$ cat config.mk
export PLATFORM = sky130hd
export DESIGN_NAME = rf_serial_seq_flat
export DESIGN_NICKNAME = d
export VERILOG_FILES = /design/src/rtl/rf_serial_seq_if.sv /design/src/rtl/rf_serial_seq.sv /design/src/flat_wrapper.sv
export SDC_FILE = /design/constraint.sdc
export NUM_CORES = 1
export LEC_CHECK = 0
export ABC_CLOCK_PERIOD_IN_PS = 1900
export CAP_MARGIN = 20
export CORE_MARGIN = 3
export CORE_UTILIZATION = 48
export CTS_CLUSTER_SIZE = 28
export DETAILED_ROUTE_END_ITERATION = 10
export PLACE_DENSITY = 0.83
export SYNTH_ARGS = -nofsm -noshare
export SYNTH_HDL_FRONTEND = slang
export SYNTH_SLANG_ARGS = --single-unit
$ cat constraint.sdc
create_clock -name clk -period 1.9 [get_ports clk]
set_input_delay 0.38 -clock clk [delete_from_list [all_inputs] [get_ports clk]]
set_output_delay 0.38 -clock clk [all_outputs]
set_load 0.03 [all_outputs]
$ cat src/rtl/rf_serial_seq_if.sv
// Issue, register-file and serial-ALU signals of the sequencer, bundled as one port.
// The slave modport is the sequencer's view; master is the surrounding system.
interface rf_serial_seq_if #(
  parameter int DATA_W = 16,
  parameter int ADDR_W = 3
);
  logic              flush;
  logic              start;
  logic [ADDR_W-1:0] rs1_sel;
  logic [ADDR_W-1:0] rs2_sel;
  logic [ADDR_W-1:0] rd_sel;
  logic              wb_en;
  logic              ready;
  logic [ADDR_W-1:0] rf_rs1;
  logic [ADDR_W-1:0] rf_rs2;
  logic [DATA_W-1:0] rf_rs1_data;
  logic [DATA_W-1:0] rf_rs2_data;
  logic [ADDR_W-1:0] rf_rd;
  logic [DATA_W-1:0] rf_wdata;
  logic              rf_we;
  logic              op_a_bit;
  logic              op_b_bit;
  logic              bit_valid;
  logic              bit_first;
  logic              bit_last;
  logic              res_bit;
  logic              done;

  modport slave (
    input  flush, start, rs1_sel, rs2_sel, rd_sel, wb_en,
    input  rf_rs1_data, rf_rs2_data, res_bit,
    output ready, rf_rs1, rf_rs2, rf_rd, rf_wdata, rf_we,
    output op_a_bit, op_b_bit, bit_valid, bit_first, bit_last, done
  );

  modport master (
    output flush, start, rs1_sel, rs2_sel, rd_sel, wb_en,
    output rf_rs1_data, rf_rs2_data, res_bit,
    input  ready, rf_rs1, rf_rs2, rf_rd, rf_wdata, rf_we,
    input  op_a_bit, op_b_bit, bit_valid, bit_first, bit_last, done
  );
endinterface

$ cat src/rtl/rf_serial_seq.sv
// Sequencer between a small parallel register file and a bit-serial ALU: fetch two
// operands, stream them LSB-first, gather the serial result, write it back once.
module rf_serial_seq #(
  parameter int DATA_W = 16,
  parameter int ADDR_W = 3
) (
  input  logic clk,
  input  logic rst,
  rf_serial_seq_if.slave bus
);

  localparam int CNT_W = $clog2(DATA_W);
  localparam logic [CNT_W-1:0] CNT_LAST = CNT_W'(DATA_W - 1);

  typedef enum logic [1:0] {
    S_IDLE,
    S_FETCH,
    S_SHIFT,
    S_WB
  } state_t;

  state_t            state;
  state_t            state_n;
  logic [ADDR_W-1:0] rs1_q;
  logic [ADDR_W-1:0] rs2_q;
  logic [ADDR_W-1:0] rd_q;
  logic              wb_en_q;
  logic [DATA_W-1:0] a_q;
  logic [DATA_W-1:0] b_q;
  logic [DATA_W-1:0] r_q;
  logic [CNT_W-1:0]  cnt_q;

  assign bus.rf_rs1   = rs1_q;
  assign bus.rf_rs2   = rs2_q;
  assign bus.rf_rd    = rd_q;
  assign bus.rf_wdata = r_q;

  // Next state and per-state outputs; flush overrides every transition.
  always_comb begin
    state_n       = state;
    bus.ready     = 1'b0;
    bus.bit_valid = 1'b0;
    bus.bit_first = 1'b0;
    bus.bit_last  = 1'b0;
    bus.op_a_bit  = 1'b0;
    bus.op_b_bit  = 1'b0;
    bus.rf_we     = 1'b0;
    bus.done      = 1'b0;
    case (state)
      S_IDLE: begin
        bus.ready = 1'b1;
        if (bus.start) state_n = S_FETCH;
      end
      S_FETCH: state_n = S_SHIFT;
      S_SHIFT: begin
        bus.bit_valid = 1'b1;
        bus.bit_first = (cnt_q == '0);
        bus.bit_last  = (cnt_q == CNT_LAST);
        bus.op_a_bit  = a_q[0];
        bus.op_b_bit  = b_q[0];
        if (cnt_q == CNT_LAST) state_n = S_WB;
      end
      S_WB: begin
        bus.done  = ~bus.flush;
        bus.rf_we = wb_en_q & ~bus.flush;
        state_n   = S_IDLE;
      end
      default: state_n = S_IDLE;
    endcase
    if (bus.flush) state_n = S_IDLE;
  end

  always_ff @(posedge clk) begin
    if (!rst) begin
      state   <= S_IDLE;
      rs1_q   <= '0;
      rs2_q   <= '0;
      rd_q    <= '0;
      wb_en_q <= 1'b0;
      a_q     <= '0;
      b_q     <= '0;
      r_q     <= '0;
      cnt_q   <= '0;
    end else begin
      state <= state_n;
      case (state)
        S_IDLE: begin
          if (bus.start && !bus.flush) begin
            rs1_q   <= bus.rs1_sel;
            rs2_q   <= bus.rs2_sel;
            rd_q    <= bus.rd_sel;
            wb_en_q <= bus.wb_en;
          end
        end
        // Operands captured here; read addresses were latched one edge earlier.
        S_FETCH: begin
          a_q   <= bus.rf_rs1_data;
          b_q   <= bus.rf_rs2_data;
          cnt_q <= '0;
        end
        // Result enters at the MSB so bit 0 lands in R[0] after DATA_W shifts.
        S_SHIFT: begin
          a_q   <= a_q >> 1;
          b_q   <= b_q >> 1;
          r_q   <= {bus.res_bit, r_q[DATA_W-1:1]};
          cnt_q <= cnt_q + CNT_W'(1);
        end
        default: ;
      endcase
    end
  end

endmodule

$ cat src/flat_wrapper.sv
// flat-port wrapper written by rule: the top's interface ports become plain ports
module rf_serial_seq_flat 
#(
  parameter int DATA_W = 16,
  parameter int ADDR_W = 3
)
  (clk, rst, bus_flush, bus_start, bus_rs1_sel, bus_rs2_sel, bus_rd_sel, bus_wb_en, bus_rf_rs1_data, bus_rf_rs2_data, bus_res_bit, bus_ready, bus_rf_rs1, bus_rf_rs2, bus_rf_rd, bus_rf_wdata, bus_rf_we, bus_op_a_bit, bus_op_b_bit, bus_bit_valid, bus_bit_first, bus_bit_last, bus_done);
  rf_serial_seq_if #(.DATA_W(DATA_W), .ADDR_W(ADDR_W)) bus_i ();
  input  logic clk;
  input  logic rst;
  input wire logic [$bits(bus_i.flush)-1:0] bus_flush;
  input wire logic [$bits(bus_i.start)-1:0] bus_start;
  input wire logic [$bits(bus_i.rs1_sel)-1:0] bus_rs1_sel;
  input wire logic [$bits(bus_i.rs2_sel)-1:0] bus_rs2_sel;
  input wire logic [$bits(bus_i.rd_sel)-1:0] bus_rd_sel;
  input wire logic [$bits(bus_i.wb_en)-1:0] bus_wb_en;
  input wire logic [$bits(bus_i.rf_rs1_data)-1:0] bus_rf_rs1_data;
  input wire logic [$bits(bus_i.rf_rs2_data)-1:0] bus_rf_rs2_data;
  input wire logic [$bits(bus_i.res_bit)-1:0] bus_res_bit;
  output wire logic [$bits(bus_i.ready)-1:0] bus_ready;
  output wire logic [$bits(bus_i.rf_rs1)-1:0] bus_rf_rs1;
  output wire logic [$bits(bus_i.rf_rs2)-1:0] bus_rf_rs2;
  output wire logic [$bits(bus_i.rf_rd)-1:0] bus_rf_rd;
  output wire logic [$bits(bus_i.rf_wdata)-1:0] bus_rf_wdata;
  output wire logic [$bits(bus_i.rf_we)-1:0] bus_rf_we;
  output wire logic [$bits(bus_i.op_a_bit)-1:0] bus_op_a_bit;
  output wire logic [$bits(bus_i.op_b_bit)-1:0] bus_op_b_bit;
  output wire logic [$bits(bus_i.bit_valid)-1:0] bus_bit_valid;
  output wire logic [$bits(bus_i.bit_first)-1:0] bus_bit_first;
  output wire logic [$bits(bus_i.bit_last)-1:0] bus_bit_last;
  output wire logic [$bits(bus_i.done)-1:0] bus_done;
  assign bus_i.flush = bus_flush;
  assign bus_i.start = bus_start;
  assign bus_i.rs1_sel = bus_rs1_sel;
  assign bus_i.rs2_sel = bus_rs2_sel;
  assign bus_i.rd_sel = bus_rd_sel;
  assign bus_i.wb_en = bus_wb_en;
  assign bus_i.rf_rs1_data = bus_rf_rs1_data;
  assign bus_i.rf_rs2_data = bus_rf_rs2_data;
  assign bus_i.res_bit = bus_res_bit;
  assign bus_ready = bus_i.ready;
  assign bus_rf_rs1 = bus_i.rf_rs1;
  assign bus_rf_rs2 = bus_i.rf_rs2;
  assign bus_rf_rd = bus_i.rf_rd;
  assign bus_rf_wdata = bus_i.rf_wdata;
  assign bus_rf_we = bus_i.rf_we;
  assign bus_op_a_bit = bus_i.op_a_bit;
  assign bus_op_b_bit = bus_i.op_b_bit;
  assign bus_bit_valid = bus_i.bit_valid;
  assign bus_bit_first = bus_i.bit_first;
  assign bus_bit_last = bus_i.bit_last;
  assign bus_done = bus_i.done;
  rf_serial_seq #(.DATA_W(DATA_W), .ADDR_W(ADDR_W)) u_core (.clk(clk), .rst(rst), .bus(bus_i));
endmodule
# Word level (Yosys, flattened, before mapping)
# Cells that the tools add are included.
# word_totals
regBits	64
inputBits	47
output_inout_bits	33
elab_cells	41
# op_classes
add_sub_neg	1
n_eq_ne	6
n_mux	14
bitwise_logic	3
n_reduce_logical	8
# ops
operator	n
$pmux 16 s2	2
$mux 1	8
$pmux 2 s4	1
$pmux 4 s2	1
$add 4x1->4 const B	1
$eq 2x2->1 const B	2
$eq 4x4->1 const B	1
$logic_not 4->1	1
$mux 2	2
$reduce_and 2->1	2
$eq 2x1->1 const B	1
$logic_not 2->1	1
$ne 2x1->1 const B	1
$ne 2x2->1 const B	1
$not 1->1	2
$reduce_bool 2->1	1
$reduce_or 2->1	1
$and 1x1->1	1
$logic_and 1x1->1	1
$logic_not 1->1	1

# Depth between registers and ports, before layout
# Gate-level depths: netlist of run 1.
# logic_depth
word_depth	3
mapped_depth	7
mapped_depth_nobuf	5

# Least setup slack after synthesis of run 1
# Ideal clock, no wire load.
# synth_path
kind	reg2out
from	reg u_core.state[0]
to	out bus_bit_first
arrival_time_ns	2.035
t_required_ns	1.520
path_slack_ns	-0.515
path_stages_with_launch	6
path_buffers	1
cell_sequence	dfxtp_1 inv_1 ha_1 buf_6 inv_2 nor4b_1
# synth_between
elab_chain_len	2
# synth_rtl
element	line	rtl
start: declaration	rf_serial_seq.sv:22	state_t state;
start signal: assignment	rf_serial_seq.sv:85	state <= state_n;
$eq 2x2->1	rf_serial_seq.sv:49	case (state)
$mux 1	rf_serial_seq.sv:49	
end: declaration	flat_wrapper.sv:29	output wire logic [$bits(bus_i.bit_first)-1:0] bus_bit_first;
# No other way between the ends.

# Worst setup path after layout of run 1
# layout_path
from	reg u_core.state[0]
to	out bus_op_b_bit
# layout_between
elab_chain_len	2
# layout_rtl
element	line	rtl
$eq 2x2->1	rf_serial_seq.sv:49	
$mux 1	rf_serial_seq.sv:49	
end: declaration	flat_wrapper.sv:27	output wire logic [$bits(bus_i.op_b_bit)-1:0] bus_op_b_bit;
# No other way between the ends.

==> metrics.txt, run 1 <==
setup repair after global routing missed its margin=false; Worst Path Required=1520 ps; # fillers=453; max incr delay on CP=380 ps; iteration count of the initial detailed-routing pass=5; CP Launch Type=flip-flop; first-pass GRT wire length=9630 um; full die area=0.00693 sq mm; Top-Level Pins=80; DRC Markers=0; n_diodes=0; Worst Hold Class=flip-flop to flip-flop; hpwl dp=3810 um; PwrDens=715 mW/mm^2; final hold violations=0; final worst path period share=0.963; Clock Latency Late Sink=330 ps; P_leak=1.63 nW; share of cells above drive strength 1=0.104; Tmin final=1830 ps; Final Core Density=0.690; number of global-route vias before repair=2090; CTS root buf=clkbuf_8; Initial Util=0.508; Synth cell types=23; largest net degree at the start of global routing=64; Initial DRC Count=68; Yosys warning count=0; Vias per Instance=5.03; Die X=83.3 um; CTS tree=done; core area=0.00564 sq mm; worst vdd ir=0.566 mV; htree depth=3; Clock transition at path regs=70 ps; main flop type after synthesis=dfxtp_1; clock sink count=64; Die Span Y=83.3 um; nature of the critical path endpoint=output port; FP Rows=27; most frequent cells in the layout=70 x clkdlybuf4s50_1, 63 x dfxtp_1, 58 x mux2i_1, 35 x nor2b_1, 33 x nand2_1; Layout area overhead=35.9%; Critical Path AT=1450 ps; Max Fanout on Critical Path=17; Crit Path Category=flip-flop to output port; status=finished clean; critical path's slowest cell=dfxtp_1; drt total wl=5640 um; Setup TNS=0 ps; # port buffers=79; Seq/Total Area, Yosys=0.447; crit path cell chain=inv_2 -> ha_4 -> buf_12 -> and2_1 -> buf_4; clk buf depth=2; mapped cell area=0.00287 sq mm; initial antenna violation count=0; routability cong.=0.738; all-layer global routing usage=0.168; Max Fclk=547 MHz; number of synthesized flops with an enable pin=0; commonest non-fill, non-tap cell in the layout=clkdlybuf4s50_1; hold buffer count at cts=0; post-synthesis cell count=275; fin. max-slew vios=0; Synth Net Count=327; #FFs+latches synth=64; Post-DRT Antenna Nets=0; grt total ovfl=0; Vias=2153; nets@finish=404; clk_skew=6.57 ps; total CTS buffers=9; slew margin rel.=0.780; wire length per cell=13.2 um; setup violators final=0; Slew @ Worst Pin=329 ps; max-cap violations=0; Synth async-reset ratio=0; Synth Area per Inst=10.4 sq um
-- state kept, by name, indices dropped and copies added (netlist names) --
name	flops
u_core.state	2
u_core.a_q	16
u_core.cnt_q	4
u_core.bus.rf_rs2	3
u_core.b_q	16
u_core.bus.rf_wdata	16
u_core.bus.rf_rs1	3
u_core.bus.rf_rd	3
u_core.wb_en_q	1
-- cells in the mapped netlist (3+ instances only) --
cell	instances	share of area
dfxtp_1	64	0.45
mux2i_1	58	0.20
nor2b_1	35	0.076
nand2_1	33	0.043
o211a_1	30	0.10
clkbuf_1	8	0.010
buf_2	6	0.010
and2_1	5	0.011
ha_1	5	0.022
buf_4	4	0.010
buf_6	4	0.016
inv_1	4	0.0052
nand3b_1	4	0.010
a21oi_1	3	0.0052
o21ai_0	3	0.0052
-- power breakdown --
group	switching (W)	internal (W)	total, W	leakage (nW)
logic	0.000165	0.000227	0.000393	1.02
clock network	0.000476	0.000459	0.000936	0.0789
registers	0.0000385	0.00142	0.00146	0.522
total	0.000680	0.00210	0.00278	1.63
-- final timing paths --
| check | start | to | slack [ps] | cells past startpoint |
|---|---|---|---|---|
| min | u_core.a_q[0] | u_core.a_q[0] | 480 | 1 |
| max reg2reg | u_core.state[0] | u_core.cnt_q[2] | 370 | 5 |
| min reg2reg | u_core.a_q[0] | u_core.a_q[0] | 480 | 1 |
| max | u_core.state[0] | bus_op_b_bit | 70 | 5 |
-- critical path, delay by kind of cell (launching register included) --
| kind | cells | cell delay, ps |
|---|---|---|
| fa+ha+maj | 1 | 190 |
| flops | 1 | 380 |
| buf+inv | 3 | 390 |
| simple gates | 1 | 160 |
-- metal layers --
metal  up-vias  share of wire  global-route usage
met3         6          0.056              0.0595
met4         0          0.013              0.0490
met1       984           0.45               0.203
li1       1106              -                   -
met2        57           0.48               0.282
met5         -              0                   0
-- stage by stage --
stage	hold WS [ps]	power (W)	cells	worst slack [ps]	cell area (sq um)
floorplan	446	0.00171	275	68.5	2880
global placement	457	0.00187	412	280	3690
detailed placement	465	0.00188	412	259	3690
CTS	478	0.00282	428	32.2	3890
global route	491	0.00291	428	5.35	3890
finish	475	0.00278	428	71.0	3890
-- area by class of cell --
type	instances	area (sq um)	share of cell area
clock inverter	4	22.5	0.00578
inverter	5	18.8	0.00482
tap	72	90.1	0.0231
sequential	64	1280	0.329
clock buffer	11	131	0.0337
multi-input combinational	184	1460	0.375
timing repair buffer	88	888	0.228
-- cell families after synthesis --
family / synth area share
adder cells (fa/ha/maj): 0.0218
flip-flops: 0.447
buffers and inverters: 0.0537
multiplexers: 0.203
AO/OA/AOI/OAI: 0.122
AND/OR/NAND/NOR: 0.153
-- repair_timing --
| item | CTS | global route |
|---|---|---|
| gates cloned | 1 | 0 |
| resized for setup | 2 | 3 |
| setup buffers | 0 | 0 |
| hold endpoints to repair | 0 | 0 |
| endpoints found under the setup margin | 3 | 2 |
Note: power is estimated with default switching activity, not from simulation.
==> run 2, diff against run 1 <==
- ABC_CLOCK_PERIOD_IN_PS: 1900 -> 1560
- CORE_UTILIZATION: 48 -> 43
- PLACE_DENSITY: 0.83 -> 0.79
- REMOVE_ABC_BUFFERS: default -> 1
- SETUP_SLACK_MARGIN: default -> 0.05
- clock period: 1.9 -> 1.56 ns (I/O delays scaled with it)
==> run 2 against run 1 <==
Effect of this change:
- the run now ends with setup timing left
- count of clock-buffer cells in the layout increased by 2
- sequential share of layout area down 1.5 points
- cell count grew 2.6%
- sequential power up 21%
==> metrics.txt, run 2 (synthesis results as in run 1) <==
Worst Hold Class=input pin to flip-flop; failing checks=setup timing; n_diodes=0; final worst setup slack=-145 ps; worst vdd ir=0.686 mV; largest net degree at the start of global routing=46; clk_skew=10.4 ps; drt total wl=5870 um; area of the multi-input gates=0.00152 sq mm; crit path from=u_core.state[0]; PwrDens=953 mW/mm^2; clock sink count=64; hpwl dp=3800 um; iteration count of the initial detailed-routing pass=4; Critical Path AT=1390 ps; Vias per Instance=5.01; Tmin final=1710 ps; final worst path period share=1.09; setup violators final=4; slew margin rel.=0.793; Layout area overhead=43.6%; first-pass GRT wire length=9350 um; nets@finish=410; Crit Path Category=flip-flop to output port; nature of the critical path endpoint=output port; total CTS buffers=9; Top-Level Pins=80; setup repair after global routing missed its margin=true; CTS root buf=clkbuf_8; Post-DRT Antenna Nets=0; HP Start=rst; clk buf depth=2; Tot Pwr=0.00392 W; Slew @ Worst Pin=312 ps; all-layer global routing usage=0.155; FP Rows=29; # fillers=542; routability cong.=0.700; Vias=2198; fin. max-slew vios=0; initial antenna violation count=0; final non-filler cell total=439; wire length per cell=13.4 um; Clock transition at path regs=60 ps; CP Launch Type=flip-flop; Placed Cells incl. Taps=416; final hold violations=0; hold buffer count at cts=0; share of cells above drive strength 1=0.166; Max Fclk=586 MHz; Max Fanout on Critical Path=4; P_leak=1.84 nW; FF+latch area=0.00129 sq mm; reg2reg start=u_core.state[0]; htree depth=3; Clock Latency Late Sink=330 ps; DRC Markers=0; Initial Util=0.446; status=finished, violations left; final hold slack=448 ps; Setup TNS=-370 ps; full die area=0.00768 sq mm; CTS tree=done; Worst Path Required=1250 ps; Die Span Y=87.6 um; most frequent cells in the layout=59 x dfxtp_1, 57 x mux2i_1, 45 x clkdlybuf4s50_1, 34 x nor2b_1, 33 x nand2_1; max-cap violations=0; commonest non-fill, non-tap cell in the layout=dfxtp_1; grt total ovfl=0; Die X=87.6 um; Initial DRC Count=66; # port buffers=79; number of global-route vias before repair=1982; core area=0.00642 sq mm
run 2: worst max-delay path: stages (launching register included):
cell and delay (ps):
dfxtp_2 330, inv_2 70, ha_4 180, inv_4 60, nor4b_4 260, buf_6 170
run 2: area by class of cell:
type,instances,area share
sequential,64,0.314
multi-input combinational,184,0.368
timing repair buffer,94,0.231
inverter,5,0.00517
tap,77,0.0234
clock buffer,13,0.0435
clock inverter,2,0.0146
run 2: through the flow:
step / area (sq um) / util / worst slack, ps
2_1_floorplan: 2730 / - / -2270
3_3_place_gp: 3710 / 0.578 / 70.9
3_5_place_dp: 3710 / 0.578 / 30.8
4_1_cts: 4050 / 0.630 / -131
5_1_grt: 4120 / 0.641 / -219
6_report: 4120 / 0.641 / -145
run 2: report_power, final:
part           total (W)  internal (W)  switching (W)
combinational   0.000500      0.000289       0.000211
sequential       0.00177       0.00172      0.0000457
clock            0.00166       0.00107       0.000589
total            0.00392       0.00308       0.000846
run 2: repair_timing:
item,in CTS,in global routing
setup endpoints to repair,33,9
pin swaps,4,4
setup buffers,5,2
resized for setup,44,13
endpoints found under the hold margin,0,0
gates cloned,1,0
run 2: routing by layer:
layer / global-route usage / vias up / wire, um
met4: 0.0669 / 0 / 68
li1: - / 1116 / -
met3: 0.0367 / 7 / 301
met1: 0.200 / 1017 / 2750
met2: 0.248 / 58 / 2750
met5: 0 / - / 0
run 2: final timing paths:
path,endpoint,slack [ps],depth (start not counted)
setup / recovery,bus_bit_first,-150,5
hold / removal,u_core.state[0],450,3
setup reg to reg,u_core.cnt_q[3],40,6
hold reg to reg,u_core.a_q[4],480,1
==> run 3, diff against run 2 <==
- CORE_ASPECT_RATIO: default -> 0.5
- CORE_UTILIZATION: 43 -> 45
- CTS_BUF_LIST: default -> sky130_fd_sc_hd__clkbuf_8
- PLACE_DENSITY: 0.79 -> 0.82
- RECOVER_POWER: default -> 100
==> run 3 against run 2 <==
Effect of this change:
- the run still ends with setup timing left
- critical path depth is 1 higher
- routed wire length up 18%
- power fell by 11%
- clock skew is 3.6 ps lower
- global-route usage grew 2.0 points
- utilization increased by 7.6 points
- hold slack improved by 2.0 ps
- sequential share of layout area down 0.30 points
- register-to-register slack worse by 90 ps
- die area shrank 3.4%
- final area is 0.97% higher
- largest power group unchanged
- highest routed layer unchanged
==> metrics.txt, run 3 (synthesis results as in run 1) <==
htree depth=3; number of global-route vias before repair=2249; Max Fclk=578 MHz; sequential share of power=0.508; full die area=0.00742 sq mm; Cell Int Power=0.00265 W; Initial DRC Count=95; Clock Latency Late Sink=320 ps; Worst Hold Class=input pin to flip-flop; Clock transition at path regs=60 ps; commonest non-fill, non-tap cell in the layout=dfxtp_1; Vias=2255; FP Rows=19; clk_skew=6.83 ps; Final Cell Area=0.00416 sq mm; max incr delay on CP=350 ps; CP Launch Type=flip-flop; crit path cell chain=inv_2 -> ha_4 -> buf_4 -> buf_8 -> and2_4 -> buf_6; share of cells above drive strength 1=0.178; PwrDens=837 mW/mm^2; Die X=119 um; iteration count of the initial detailed-routing pass=4; Critical Path AT=1420 ps; wire length per cell=15.2 um; nature of the critical path endpoint=output port; largest net degree at the start of global routing=42; Buf/Inv on CP=4; CTS root buf=clkbuf_8; failing checks=setup timing; n_diodes=0; setup violators final=12; all-layer global routing usage=0.175; Worst Path Required=1250 ps; # fillers=443; total CTS buffers=9; Sw Ratio=0.238; most frequent cells in the layout=59 x dfxtp_1, 56 x mux2i_1, 45 x clkdlybuf4s50_1, 33 x nand2_1, 32 x nor2b_1; Max Fanout on Critical Path=3; max-cap violations=0; worst vdd ir=0.501 mV; Vias per Instance=4.96; area of the multi-input gates=0.00151 sq mm; initial antenna violation count=0; Post-DP Area=0.00371 sq mm; routability cong.=0.702; hold buffer count at cts=0; hpwl dp=4300 um; Initial Util=0.494; switching pwr=0.000827 W; DRC Markers=0; grt total ovfl=0; Slew @ Worst Pin=345 ps; drt total wl=6900 um; CP top delay family=buffers and inverters; Final Core Density=0.717; Tmin final=1730 ps; nets@finish=419; P_leak=1.87 nW; # port buffers=79; fin. max-slew vios=0; setup repair after global routing missed its margin=true; critical path's slowest cell=dfxtp_2; final hold violations=0; first-pass GRT wire length=10600 um; clock sink count=64; clk buf depth=2; final worst path period share=1.11; Crit Path Category=flip-flop to output port; final worst setup slack=-169 ps; CTS tree=done; FF+latch area=0.00129 sq mm; Die Span Y=62.4 um; Setup TNS=-559 ps; Comb pwr share=0.152; clock share of power=0.340; core area=0.00580 sq mm; slew margin rel.=0.770; Top-Level Pins=80; status=finished, violations left; Layout area overhead=45.0%; Post-DRT Antenna Nets=0
run 3: cell type report:
type	count	area share
multi-input cells	184	0.364
flip-flops and latches	64	0.311
repair buffers	103	0.255
clock buffers	11	0.0364
well taps	84	0.0253
inverters	5	0.00512
clock inverters	4	0.00361
run 3: final timing paths:
kind                                      start  cells after the start              end  slack, ps
worst min register to register    u_core.b_q[5]                      1    u_core.b_q[5]        480
worst min-delay path                        rst                      3  u_core.state[0]        450
worst max-delay path            u_core.state[0]                      6     bus_op_a_bit       -170
worst max register to register  u_core.state[0]                      6  u_core.cnt_q[3]        -50
run 3: worst register-to-register path, stage by stage, from the launching register on:
cell and delay [ps]:
dfxtp_2 350, inv_2 50, buf_4 130, ha_2 440, nand4_1 140, or3_1 320, a21boi_1 110
run 3: layer usage:
layer,wire length (um),global-route usage,share of wire,up-vias
met1,3000,0.203,0.44,1066
met5,0,0,0,-
met2,3600,0.312,0.52,44
met4,38,0.0519,0.0055,0
li1,-,-,-,1139
met3,263,0.0570,0.038,6
run 3: timing repair:
item,4_1_cts,5_1_grt
pin swaps,5,4
cloned,1,3
buffers inserted,9,2
gates resized for setup,57,15
endpoints found under the setup margin,49,46
run 3: power by group through the flow:
stage | Sequential (W) | Clock (W) | Combinational [W]
final | 0.00177 | 0.00118 | 0.000527
after global routing | 0.00178 | 0.00129 | 0.000570
after CTS | 0.00177 | 0.00121 | 0.000509
after detailed placement | 0.00181 | 0 | 0.000486
after global placement | 0.00180 | 0 | 0.000471
after floorplan | 0.00182 | 0 | 0.000236
run 3: metrics by stage:
stage / instances / hold WS (ps) / total power [W] / setup WS (ps)
6_report: 455 / 450 / 0.00348 / -169
2_1_floorplan: 253 / 434 / 0.00206 / -2270
4_1_cts: 450 / 424 / 0.00349 / -174
5_1_grt: 455 / 455 / 0.00364 / -217
3_3_place_gp: 425 / 454 / 0.00227 / 17.4
3_5_place_dp: 425 / 464 / 0.00229 / -40.4
